## config.mk

```make
export PLATFORM = sky130hd
export DESIGN_NAME = cpu16_pipe
export DESIGN_NICKNAME = d
export VERILOG_FILES = /design/src/rtl/cpu16_pipe_pkg.sv /design/src/rtl/cpu16_pipe_alu.sv /design/src/rtl/cpu16_pipe.sv
export SDC_FILE = /design/constraint.sdc
export NUM_CORES = 1
export LEC_CHECK = 0
export ABC_AREA = 1
export CORE_MARGIN = 1
export CORE_UTILIZATION = 50
export DETAILED_ROUTE_END_ITERATION = 10
export PLACE_DENSITY = 0.67
export SETUP_SLACK_MARGIN = 0.4
export SYNTH_ARGS = -nofsm -noshare
export SYNTH_HDL_FRONTEND = slang
export SYNTH_HIERARCHICAL = 1
export SYNTH_SLANG_ARGS = --single-unit
```

## constraint.sdc

```tcl
create_clock -name clock -period 9.6 [get_ports clock]
set_input_delay 1.92 -clock clock [delete_from_list [all_inputs] [get_ports clock]]
set_output_delay 1.92 -clock clock [all_outputs]
set_load 0.1 [all_outputs]
```

## src/rtl/cpu16_pipe_pkg.sv

```systemverilog
`default_nettype none
// ============================================================================
// Module      : cpu16_pipe_pkg
// Description : Shared opcodes, state encoding, flag indices and decode
//               helpers for the cpu16_pipe 5-stage pipelined CPU.
// Revision    : 1.0 - initial release
// ============================================================================
package cpu16_pipe_pkg;

    // 5-bit opcodes (instruction bits [15:11])
    localparam logic [4:0] c_OP_NOP   = 5'b00000;
    localparam logic [4:0] c_OP_HALT  = 5'b00001;
    localparam logic [4:0] c_OP_LOAD  = 5'b00010;
    localparam logic [4:0] c_OP_STORE = 5'b00011;
    localparam logic [4:0] c_OP_SLL   = 5'b00100;
    localparam logic [4:0] c_OP_SLA   = 5'b00101;
    localparam logic [4:0] c_OP_SRL   = 5'b00110;
    localparam logic [4:0] c_OP_SRA   = 5'b00111;
    localparam logic [4:0] c_OP_ADD   = 5'b01000;
    localparam logic [4:0] c_OP_ADDI  = 5'b01001;
    localparam logic [4:0] c_OP_SUB   = 5'b01010;
    localparam logic [4:0] c_OP_SUBI  = 5'b01011;
    localparam logic [4:0] c_OP_CMP   = 5'b01100;
    localparam logic [4:0] c_OP_AND   = 5'b01101;
    localparam logic [4:0] c_OP_OR    = 5'b01110;
    localparam logic [4:0] c_OP_XOR   = 5'b01111;
    localparam logic [4:0] c_OP_LDIH  = 5'b10000;
    localparam logic [4:0] c_OP_ADDC  = 5'b10001;
    localparam logic [4:0] c_OP_SUBC  = 5'b10010;
    localparam logic [4:0] c_OP_SRR   = 5'b10011;
    localparam logic [4:0] c_OP_JUMP  = 5'b11000;
    localparam logic [4:0] c_OP_JMPR  = 5'b11001;
    localparam logic [4:0] c_OP_BZ    = 5'b11010;
    localparam logic [4:0] c_OP_BNZ   = 5'b11011;
    localparam logic [4:0] c_OP_BN    = 5'b11100;
    localparam logic [4:0] c_OP_BNN   = 5'b11101;
    localparam logic [4:0] c_OP_BC    = 5'b11110;
    localparam logic [4:0] c_OP_BNC   = 5'b11111;

    localparam logic [15:0] c_INSTR_NOP = 16'h0000;

    // Flag register bit positions
    localparam int c_FLAG_CF = 0;
    localparam int c_FLAG_ZF = 1;
    localparam int c_FLAG_NF = 2;

    typedef enum logic {
        ST_IDLE = 1'b0,
        ST_EXEC = 1'b1
    } state_t;

    // True for opcodes whose result is written back to gr[r1]
    function automatic logic writes_reg(input logic [4:0] op);
        case (op)
            c_OP_LOAD, c_OP_SLL, c_OP_SLA, c_OP_SRL, c_OP_SRA,
            c_OP_ADD, c_OP_ADDI, c_OP_SUB, c_OP_SUBI,
            c_OP_AND, c_OP_OR, c_OP_XOR,
            c_OP_LDIH, c_OP_ADDC, c_OP_SUBC, c_OP_SRR: writes_reg = 1'b1;
            default:                                   writes_reg = 1'b0;
        endcase
    endfunction

    // True when a control-transfer opcode redirects the pc
    function automatic logic branch_taken(input logic [4:0] op, input logic [2:0] flags);
        case (op)
            c_OP_JUMP, c_OP_JMPR: branch_taken = 1'b1;
            c_OP_BZ:              branch_taken = flags[c_FLAG_ZF];
            c_OP_BNZ:             branch_taken = ~flags[c_FLAG_ZF];
            c_OP_BN:              branch_taken = flags[c_FLAG_NF];
            c_OP_BNN:             branch_taken = ~flags[c_FLAG_NF];
            c_OP_BC:              branch_taken = flags[c_FLAG_CF];
            c_OP_BNC:             branch_taken = ~flags[c_FLAG_CF];
            default:              branch_taken = 1'b0;
        endcase
    endfunction

endpackage
`default_nettype wire

```

## src/rtl/cpu16_pipe_alu.sv

```systemverilog
`default_nettype none
// ============================================================================
// Module      : cpu16_alu
// Description : Combinational ALU for cpu16_pipe: add/sub with carry,
//               logic, shifts, rotate, and address/target generation.
// Revision    : 1.0 - initial release
// ============================================================================
module cpu16_alu
    import cpu16_pipe_pkg::*;
(
    input  logic [4:0]  i_op,
    input  logic [15:0] i_a,
    input  logic [15:0] i_b,
    input  logic        i_cf,
    output logic [15:0] o_result,
    output logic        o_cf,
    output logic        o_zf,
    output logic        o_nf,
    output logic        o_flag_we
);

    logic        w_cin;
    logic        w_bin;
    logic [3:0]  w_sh;
    logic        w_sh_zero;
    logic [16:0] w_add;
    logic [16:0] w_sub;
    logic [16:0] w_shl;
    logic [16:0] w_shr_l;
    logic [16:0] w_shr_a;
    logic [31:0] w_rot;
    logic [15:0] w_res;
    logic        w_cf;
    logic        w_we;

    assign w_cin     = (i_op == c_OP_ADDC) ? i_cf : 1'b0;
    assign w_bin     = (i_op == c_OP_SUBC) ? i_cf : 1'b0;
    assign w_sh      = i_b[3:0];
    assign w_sh_zero = (w_sh == 4'd0);

    // Bit 16 of the adder is carry out; of the subtractor it is borrow out
    assign w_add   = {1'b0, i_a} + {1'b0, i_b} + {16'h0000, w_cin};
    assign w_sub   = {1'b0, i_a} - {1'b0, i_b} - {16'h0000, w_bin};
    // Extra guard bit catches the last bit shifted out on either side
    assign w_shl   = {1'b0, i_a} << w_sh;
    assign w_shr_l = {i_a, 1'b0} >> w_sh;
    assign w_shr_a = $signed({i_a, 1'b0}) >>> w_sh;
    assign w_rot   = {i_a, i_a} >> w_sh;

    // Result, carry and flag-update strobe selection by opcode
    always_comb begin
        w_res = 16'h0000;
        w_cf  = i_cf;
        w_we  = 1'b0;
        case (i_op)
            c_OP_ADD, c_OP_ADDI, c_OP_LDIH, c_OP_ADDC: begin
                w_res = w_add[15:0];
                w_cf  = w_add[16];
                w_we  = 1'b1;
            end
            c_OP_SUB, c_OP_SUBI, c_OP_CMP, c_OP_SUBC: begin
                w_res = w_sub[15:0];
                w_cf  = w_sub[16];
                w_we  = 1'b1;
            end
            c_OP_AND: begin w_res = i_a & i_b; w_cf = 1'b0; w_we = 1'b1; end
            c_OP_OR:  begin w_res = i_a | i_b; w_cf = 1'b0; w_we = 1'b1; end
            c_OP_XOR: begin w_res = i_a ^ i_b; w_cf = 1'b0; w_we = 1'b1; end
            c_OP_SLL, c_OP_SLA: begin
                w_res = w_shl[15:0];
                w_cf  = w_sh_zero ? i_cf : w_shl[16];
                w_we  = 1'b1;
            end
            c_OP_SRL: begin
                w_res = w_shr_l[16:1];
                w_cf  = w_sh_zero ? i_cf : w_shr_l[0];
                w_we  = 1'b1;
            end
            c_OP_SRA: begin
                w_res = w_shr_a[16:1];
                w_cf  = w_sh_zero ? i_cf : w_shr_a[0];
                w_we  = 1'b1;
            end
            c_OP_SRR: begin
                w_res = w_rot[15:0];
                w_cf  = w_sh_zero ? i_cf : w_rot[15];
                w_we  = 1'b1;
            end
            // Memory addresses and jump targets use the adder, flags untouched
            c_OP_LOAD, c_OP_STORE, c_OP_JUMP, c_OP_JMPR,
            c_OP_BZ, c_OP_BNZ, c_OP_BN, c_OP_BNN, c_OP_BC, c_OP_BNC: begin
                w_res = w_add[15:0];
            end
            default: ;
        endcase
    end

    assign o_result  = w_res;
    assign o_cf      = w_cf;
    assign o_zf      = (w_res == 16'h0000);
    assign o_nf      = w_res[15];
    assign o_flag_we = w_we;

endmodule
`default_nettype wire

```

## src/rtl/cpu16_pipe.sv

```systemverilog
`default_nettype none
// ============================================================================
// Module      : cpu16_pipe
// Description : 16-bit 5-stage (IF/ID/EX/MEM/WB) in-order pipelined CPU with
//               Harvard memory ports, no hazard detection or forwarding.
// Revision    : 1.0 - initial release
// ============================================================================
module cpu16_pipe
    import cpu16_pipe_pkg::*;
(
    input  logic        clock,
    input  logic        reset,
    input  logic        enable,
    input  logic        start,
    input  logic [15:0] i_datain,
    output logic [7:0]  i_addr,
    input  logic [15:0] d_datain,
    output logic [7:0]  d_addr,
    output logic [15:0] d_dataout,
    output logic        d_we
);

    state_t      r_state;
    state_t      w_next_state;
    logic [7:0]  r_pc;
    logic [15:0] r_id_ir;
    logic [15:0] r_ex_ir;
    logic [15:0] r_mem_ir;
    logic [15:0] r_wb_ir;
    logic [15:0] r_reg_a;
    logic [15:0] r_reg_b;
    logic [15:0] r_reg_c;
    logic [15:0] r_reg_c1;
    logic [15:0] r_smdr;
    logic [2:0]  r_flag;
    logic [15:0] r_gr [8];

    // Instruction field decode per stage
    logic [4:0]  w_id_op;
    logic [2:0]  w_id_r1;
    logic [2:0]  w_id_r2;
    logic [2:0]  w_id_r3;
    logic [3:0]  w_id_f3;
    logic [7:0]  w_id_imm8;
    logic [4:0]  w_ex_op;
    logic [2:0]  w_ex_r1;
    logic [4:0]  w_mem_op;
    logic [4:0]  w_wb_op;
    logic [2:0]  w_wb_r1;

    assign w_id_op   = r_id_ir[15:11];
    assign w_id_r1   = r_id_ir[10:8];
    assign w_id_r2   = r_id_ir[6:4];
    assign w_id_r3   = r_id_ir[2:0];
    assign w_id_f3   = r_id_ir[3:0];
    assign w_id_imm8 = r_id_ir[7:0];
    assign w_ex_op   = r_ex_ir[15:11];
    assign w_ex_r1   = r_ex_ir[10:8];
    assign w_mem_op  = r_mem_ir[15:11];
    assign w_wb_op   = r_wb_ir[15:11];
    assign w_wb_r1   = r_wb_ir[10:8];

    // Later stages only need opcode/r1; the remaining IR bits travel along
    logic w_unused_bits;
    assign w_unused_bits = ^{r_ex_ir[7:0], r_mem_ir[10:0], r_wb_ir[7:0]};

    logic [15:0] w_opa;
    logic [15:0] w_opb;
    logic [15:0] w_alu_res;
    logic        w_alu_cf;
    logic        w_alu_zf;
    logic        w_alu_nf;
    logic        w_alu_flag_we;
    logic        w_branch;

    assign w_branch = branch_taken(w_mem_op, r_flag);

    // Control FSM: state register
    always_ff @(posedge clock or negedge reset) begin
        if (!reset)
            r_state <= ST_IDLE;
        else if (enable)
            r_state <= w_next_state;
    end

    // Control FSM: next state (start launches, HALT retiring in WB stops)
    always_comb begin
        w_next_state = r_state;
        case (r_state)
            ST_IDLE: if (enable && start)                w_next_state = ST_EXEC;
            ST_EXEC: if (enable && (w_wb_op == c_OP_HALT)) w_next_state = ST_IDLE;
            default:                                     w_next_state = ST_IDLE;
        endcase
    end

    // ID operand selection; immediates are steered into operand B
    always_comb begin
        w_opa = 16'h0000;
        w_opb = 16'h0000;
        case (w_id_op)
            c_OP_ADD, c_OP_SUB, c_OP_AND, c_OP_OR, c_OP_XOR,
            c_OP_ADDC, c_OP_SUBC, c_OP_CMP: begin
                w_opa = r_gr[w_id_r2];
                w_opb = r_gr[w_id_r3];
            end
            c_OP_ADDI, c_OP_SUBI: begin
                w_opa = r_gr[w_id_r1];
                w_opb = {8'h00, w_id_imm8};
            end
            c_OP_LDIH: begin
                w_opa = r_gr[w_id_r1];
                w_opb = {w_id_imm8, 8'h00};
            end
            c_OP_SLL, c_OP_SLA, c_OP_SRL, c_OP_SRA, c_OP_SRR,
            c_OP_LOAD, c_OP_STORE: begin
                w_opa = r_gr[w_id_r2];
                w_opb = {12'h000, w_id_f3};
            end
            c_OP_JUMP: begin
                w_opb = {8'h00, w_id_imm8};
            end
            c_OP_JMPR, c_OP_BZ, c_OP_BNZ, c_OP_BN, c_OP_BNN, c_OP_BC, c_OP_BNC: begin
                w_opa = r_gr[w_id_r1];
                w_opb = {8'h00, w_id_imm8};
            end
            default: ;
        endcase
    end

    cpu16_alu u_alu (
        .i_op      (w_ex_op),
        .i_a       (r_reg_a),
        .i_b       (r_reg_b),
        .i_cf      (r_flag[c_FLAG_CF]),
        .o_result  (w_alu_res),
        .o_cf      (w_alu_cf),
        .o_zf      (w_alu_zf),
        .o_nf      (w_alu_nf),
        .o_flag_we (w_alu_flag_we)
    );

    // IF stage: fetch while executing, redirect pc when a taken branch is in MEM
    always_ff @(posedge clock or negedge reset) begin
        if (!reset) begin
            r_pc    <= 8'h00;
            r_id_ir <= c_INSTR_NOP;
        end else if (enable) begin
            if (r_state == ST_EXEC) begin
                r_id_ir <= i_datain;
                r_pc    <= w_branch ? r_reg_c[7:0] : r_pc + 8'd1;
            end else begin
                r_id_ir <= c_INSTR_NOP;
            end
        end
    end

    // ID/EX/MEM pipeline registers
    always_ff @(posedge clock or negedge reset) begin
        if (!reset) begin
            r_ex_ir  <= c_INSTR_NOP;
            r_mem_ir <= c_INSTR_NOP;
            r_wb_ir  <= c_INSTR_NOP;
            r_reg_a  <= 16'h0000;
            r_reg_b  <= 16'h0000;
            r_reg_c  <= 16'h0000;
            r_reg_c1 <= 16'h0000;
            r_smdr   <= 16'h0000;
        end else if (enable) begin
            r_ex_ir  <= r_id_ir;
            r_reg_a  <= w_opa;
            r_reg_b  <= w_opb;
            r_mem_ir <= r_ex_ir;
            r_reg_c  <= w_alu_res;
            r_smdr   <= r_gr[w_ex_r1];
            r_wb_ir  <= r_mem_ir;
            r_reg_c1 <= (w_mem_op == c_OP_LOAD) ? d_datain : r_reg_c;
        end
    end

    // Flags follow the EX-stage ALU when it reports a flag-affecting op
    always_ff @(posedge clock or negedge reset) begin
        if (!reset) begin
            r_flag <= 3'b000;
        end else if (enable && w_alu_flag_we) begin
            r_flag[c_FLAG_CF] <= w_alu_cf;
            r_flag[c_FLAG_ZF] <= w_alu_zf;
            r_flag[c_FLAG_NF] <= w_alu_nf;
        end
    end

    // WB stage: register file write (gr[0] is an ordinary register)
    always_ff @(posedge clock or negedge reset) begin
        if (!reset) begin
            for (int i = 0; i < 8; i++)
                r_gr[i] <= 16'h0000;
        end else if (enable && writes_reg(w_wb_op)) begin
            r_gr[w_wb_r1] <= r_reg_c1;
        end
    end

    assign i_addr    = r_pc;
    assign d_addr    = r_reg_c[7:0];
    assign d_dataout = r_smdr;
    assign d_we      = (w_mem_op == c_OP_STORE);

endmodule
`default_nettype wire

```

==> results of run 1 <==
-- layout by cell type (no fill, tap or decap), types with 3 or more instances in the layout --
cell type           n
a21oi_1           180
a31oi_1             3
buf_4              28
bufinv_16           3
clkbuf_1            7
clkbuf_16          30
clkbuf_8            6
clkdlybuf4s50_1    66
clkinv_1            5
clkinv_2            7
dfrtp_1           254
dfrtp_2             6
fa_1                4
ha_1               64
inv_1             316
inv_2              12
nand2_1          1061
nand2_2             8
nand2_4             5
nand3_1           412
nand3_2             8
nand3b_1           11
nand4_1            13
nor2_1            205
nor2_2              4
nor3_1             15
nor3_2              3
o211ai_1           81
o21ai_0           341
o21ai_1            11
o21bai_1            3
o22ai_1             5
or2_2               6
xor2_1              6
-- sequential cells by signal (all words and copies together), names as in the netlist --
| name | flops |
|---|---|
| r_ex_ir | 8 |
| r_reg_c1 | 16 |
| r_id_ir | 16 |
| r_mem_ir | 8 |
| r_wb_ir | 8 |
| i_addr | 8 |
| r_reg_b | 16 |
| r_reg_c | 16 |
| r_reg_a | 16 |
| r_state | 1 |
| r_flag | 3 |
| r_gr | 128 |
| d_dataout | 16 |
-- worst min path at each step --
stage | from | to
global placement | r_mem_ir[10] | r_mem_ir[10]
detailed placement | r_mem_ir[10] | r_mem_ir[10]
global route | r_mem_ir[8] | r_mem_ir[8]
finish | r_mem_ir[10] | r_mem_ir[10]
CTS | r_mem_ir[10] | r_mem_ir[10]
floorplan | r_mem_ir[10] | r_mem_ir[10]
-- through the flow --
stage | instances | worst slack, ns | cell area, um2
finish | 3738 | 5.037 | 22120
global route | 3738 | 4.964 | 22120
CTS | 3738 | 5.019 | 22120
detailed placement | 3682 | 5.372 | 21080
global placement | 3682 | 5.514 | 21080
floorplan | 3250 | 4.343 | 20470
-- worst reg2reg max path, cell delays in order, from the launching register on --
cell,delay [ns]
dfrtp_1,0.56
inv_2,0.18
nor3_2,0.25
nand3_1,0.24
fa_1,0.51
fa_1,0.46
nor2_1,0.15
nor2_1,0.05
nor2_1,0.08
inv_1,0.09
nand2_1,0.08
nand2_1,0.07
nand2_1,0.08
nand2_1,0.10
nand2_1,0.08
nand2_1,0.05
nor2_1,0.41
nor2_1,0.13
nand2_1,0.10
nor2_1,0.05
nand2_1,0.08
nor2_1,0.04
nor2_1,0.10
a21oi_1,0.05
-- layout make-up --
cell class | instances | share of cell area
Timing Repair Buffer | 95 | 0.04006
Clock inverter | 13 | 0.007808
Multi-Input combinational cell | 2467 | 0.5318
Clock buffer | 43 | 0.03887
Sequential cell | 260 | 0.2945
Tap cell | 525 | 0.02970
Inverter | 335 | 0.05720
-- synth_stat cells, drive strengths merged --
cell / number / area (um2)
clkbuf: 78 / 302.8
a22o: 2 / 17.52
nand3b: 11 / 82.58
and2: 3 / 18.77
clkinv: 4 / 15.01
o21bai: 3 / 22.52
xnor2: 2 / 17.52
nor4: 1 / 6.260
a22oi: 2 / 15.01
dfrtp: 260 / 6506
o21ai: 352 / 1762
nand3: 420 / 2142
nand2: 1075 / 4109
o22ai: 5 / 31.28
buf: 110 / 634.4
nor3: 18 / 105.1
a21o: 1 / 7.510
or2: 6 / 37.54
inv: 331 / 1250
ha: 64 / 800.8
xor2: 6 / 52.55
a31oi: 3 / 18.77
o211ai: 81 / 608.1
o31ai: 1 / 7.510
nor2: 210 / 805.8
a21boi: 2 / 15.01
nor3b: 1 / 7.510
a21oi: 181 / 909.6
fa: 4 / 80.08
nand4: 13 / 81.33
-- kinds of logic after synthesis --
logic type      synth area share
fa+ha+maj                0.04303
buf+inv                   0.1076
simple gates              0.3613
xor+xnor                0.003423
flops                     0.3178
compound gates            0.1668
-- layer usage --
layer | track usage | vias to the layer above | routed length, um
li1 | - | 10460 | -
met4 | 0.1743 | 2 | 3925
met5 | 0 | - | 14
met3 | 0.05931 | 246 | 7123
met1 | 0.5153 | 10400 | 33090
met2 | 0.6029 | 1121 | 35640
-- report_power, final --
part           switching [mW]  internal, mW
sequential              0.451          1.48
combinational            2.77          1.10
clock                   0.494         0.705
==> impl_metrics.toml, run 1 <==
[sta]
layout_min_cycle_time_ns = 4.563
finalClockSkew_ns = 0.08107
slew_headroom = 0.1973
final-hold-violation-count = 0
clock.fmax_mhz = 219.2
finalSetupViolations = 0
worst-slew-pin-transition_ns = 1.201
slew_violations = 0
fin_crit_sh = 0.4753
grt_setup_unrepaired = "false"
tns_ns = 0
whs_ns = 0.4785

[run]
maxCapViolations = 0

[clock_network]
cts_tree = "built"
clock_sinks = 260
cts_hold_buf = 0
post_cts_buffers = 0
root_buffer = "clkbuf_16"
cts_resized = 0
cts_buffers = 30
h-tree-depth = 1
clk_latency_ns = 0.62
clk_pin_slew_ns = 0.06
cts_max_path_buffers = 3

[global_routing]
track_usage = 0.3824
grt_overflow_total = 0
grt_antenna_before_repair = 1
grt_pass1_vias = 20420
grt_max_degree = 89
grt_pass1_wl_mm = 122.4

[setup_path]
critPathCapture = "d_we"
r2r_start = "r_ex_ir[15]"
critPathLaunch = "r_mem_ir[12]"
cp.required_ns = 7.68
r2r_setup_slack_ns = 5.49
reg2reg_depth = 23
critPathLaunchType = "flip-flop"
crit_type = "flip-flop to output port"
path_cells = "nand2_1 -> nor4_1 -> clkdlybuf4s50_1"
arrival_ns = 2.64
critPathTopFamily = "buffers and inverters"
slowest_delay_ns = 1.20
slowest_stage = "clkdlybuf4s50_1"
crit_buf_inv = 1
worstReg2RegEnd = "r_flag[1]"
cp.depth = 3
path_max_fanout = 9
end_kind = "output port"

[finish]
multi_input_area_um2 = 11760
antenna_cells = 0
drive_above_1_share = 0.04202
fillers = 4155
fin_util = 0.5515
area_growth_pct = 8.038
fin_nets = 3293
seq_area_um2 = 6514

[power_and_ir_drop]
leakage_nw = 10.93
ir_drop_mv = 0.2081
total_power_mw = 7.003
powerDensity_nw_per_um2 = 316.7

[yosys]
ys_types = 48
synth_area_um2 = 20470
syn_inst = 3250
ys_seq_area_frac = 0.3178
yosysWarnings = 6
ys_seq_elements = 260
avgSynthCellArea_um2 = 6.298
synth_nets = 3354

[routing]
drt_iter0_drc = 2780
wl_per_cell_um = 21.35
drt.antenna.violating_nets = 0
drt-total-wl_mm = 79.79
drtPass1Iterations = 6
vias = 22230
route.detailed.drc = 0
post_drt_via_cell_ratio = 5.947

[die]
start_util = 0.5105
dieArea_um2 = 41750
ios = 69
core-area_um2 = 40100
die_h_um = 204.3
die_x_um = 204.3
num_rows = 73

[place]
gp_congestion = 1.026
io_buffers = 68
dp_hpwl_mm = 55.27

[min_path]
hp-class = "flip-flop to flip-flop"
hold_path_depth = 2

[status]
status = "finished, final reports clean"
No activity file was read; power rests on OpenSTA's default activity.
==> inputs of run 2 (changes only) <==
clock period = 4.2 ns   (was 9.6 ns; I/O delays follow)
==> impl_metrics.toml, run 2 (synthesized netlist as in run 1, its figures left out) <==
[sta]
finalSetupViolations = 0
whs_ns = 0.2646
final-hold-violation-count = 0
finalClockSkew_ns = 0.02552
tns_ns = 0
slew_headroom = 0.1497
clock.fmax_mhz = 279.7
layout_min_cycle_time_ns = 3.575
worst-slew-pin-transition_ns = 1.272
grt_setup_unrepaired = "true"
slew_violations = 0
fin_crit_sh = 0.8512

[die]
die_x_um = 204.3
dieArea_um2 = 41750
num_rows = 73
ios = 69
die_h_um = 204.3
start_util = 0.5105
core-area_um2 = 40100

[place]
io_buffers = 68
dp_hpwl_mm = 55.70
gp_congestion = 1.013
place_inst = 3717

[routing]
post_drt_via_cell_ratio = 5.971
wl_per_cell_um = 21.53
vias = 22530
route.detailed.drc = 0
drtPass1Iterations = 7
drt_iter0_drc = 2863
drt-total-wl_mm = 81.22
drt.antenna.violating_nets = 0

[clock_network]
cts_tree = "built"
clock_sinks = 260
clk_latency_ns = 0.58
post_cts_buffers = 0
clk_pin_slew_ns = 0.06
cts_max_path_buffers = 3
cts_buffers = 30
h-tree-depth = 1
cts_hold_buf = 0
root_buffer = "clkbuf_16"

[setup_path]
arrival_ns = 4.06
critPathTopFamily = "simple AND/OR/NAND/NOR gates"
slowest_stage = "fa_2"
slowest_delay_ns = 0.45
critPathLaunchType = "flip-flop"
path_common_cell = "nand2_1"
crit_type = "flip-flop to flip-flop"
reg2reg_depth = 22
worstReg2RegEnd = "r_flag[1]"
crit_buf_inv = 2
path_max_fanout = 9
path_cells = "inv_2 -> nor3_4 -> nand4_1 -> fa_2 -> fa_1 -> inv_1 -> nand3_1 -> nand2_1 -> nand2_1 -> nand2_1 -> nand2_1 -> nand2_1 -> nand2_1 -> nand2_1 -> nor2_1 -> nor2_1 -> nand3_1 -> nor2_1 -> nand2_1 -> nor2_1 -> nor2_1 -> a21oi_1"
r2r_setup_slack_ns = 0.63
end_kind = "flip-flop"
r2r_start = "r_ex_ir[15]"
cp.required_ns = 4.69

[finish]
fin_util = 0.5611
area_growth_pct = 9.902
final_common_cell = "nand2_1"
largest_register = "r_gr"
fin_nets = 3328
layout_common_cells = "nand2_1, nand3_1, o21ai_0"
multi_input_area_um2 = 11780
seq_area_um2 = 6514
stdcell_count = 3773
drive_above_1_share = 0.05388
largest_reg_flops = 128
antenna_cells = 0
fillers = 4050

[power_and_ir_drop]
leakage_nw = 11.14
powerDensity_nw_per_um2 = 718.4
total_power_mw = 16.16
ir_drop_mv = 0.5550

[global_routing]
grt_pass1_vias = 20960
track_usage = 0.3888
grt_antenna_before_repair = 1
grt_pass1_wl_mm = 123.7
grt_overflow_total = 0
grt_max_degree = 99

[min_path]
hp-class = "input port to asynchronous set/reset pin"

[run]
maxCapViolations = 0

[status]
status = "finished, final reports clean"
-- run 2: cell count changes in the layout (fill, tap and decap cells not counted), moves of 2 or more --
cell        change
clkinv_2        -2
clkbuf_1        -2
clkbuf_8        +3
buf_12          +4
clkinv_4        -2
clkinvlp_4      +2
buf_4          +31
-- run 2: how the worst max path moves through the flow --
| stage | start | cells after the start | endpoint |
|---|---|---|---|
| after global routing | r_ex_ir[15] | 22 | r_flag[1] |
| after global placement | r_ex_ir[15] | 19 | r_flag[1] |
| after floorplan | r_ex_ir[15] | 19 | r_flag[1] |
| after detailed placement | r_ex_ir[15] | 19 | r_flag[1] |
| after CTS | r_ex_ir[15] | 19 | r_flag[1] |
| final | r_ex_ir[15] | 22 | r_flag[1] |
-- run 2: repair_timing --
item	4_1_cts	5_1_grt
hold endpoints to repair	0	0
resized for setup	0	6
endpoints found under the setup margin	0	3
-- run 2: metal layers --
| layer | share of wire | GRT usage |
|---|---|---|
| met1 | 0.40 | 0.5138 |
| met2 | 0.44 | 0.6090 |
| met3 | 0.098 | 0.05724 |
| met4 | 0.062 | 0.2175 |
| met5 | 0.00015 | 0 |
-- run 2: cell type report --
| cell class | instances | share of cell area |
|---|---|---|
| clock buffer | 45 | 0.04082 |
| clock inverter | 11 | 0.007119 |
| inverter | 335 | 0.05623 |
| multi-input combinational | 2467 | 0.5238 |
| sequential | 260 | 0.2895 |
| tap | 525 | 0.02920 |
| timing repair buffer | 130 | 0.05328 |
-- run 2: report_power, final --
group	internal [mW]	leakage [nW]	switching, mW	total [mW]
clock network	1.75	0.529	1.10	2.84
logic	2.64	7.24	6.40	9.04
registers	3.38	3.36	0.899	4.28
total	7.76	11.1	8.40	16.2
-- run 2: metrics by stage --
stage | setup WS, ns | instance area, um2
2_1_floorplan | 1.197 | 20480
3_3_place_gp | 0.4982 | 21400
3_5_place_dp | 0.4579 | 21400
4_1_cts | 0.4428 | 22480
5_1_grt | 0.3110 | 22500
6_report | 0.6251 | 22500
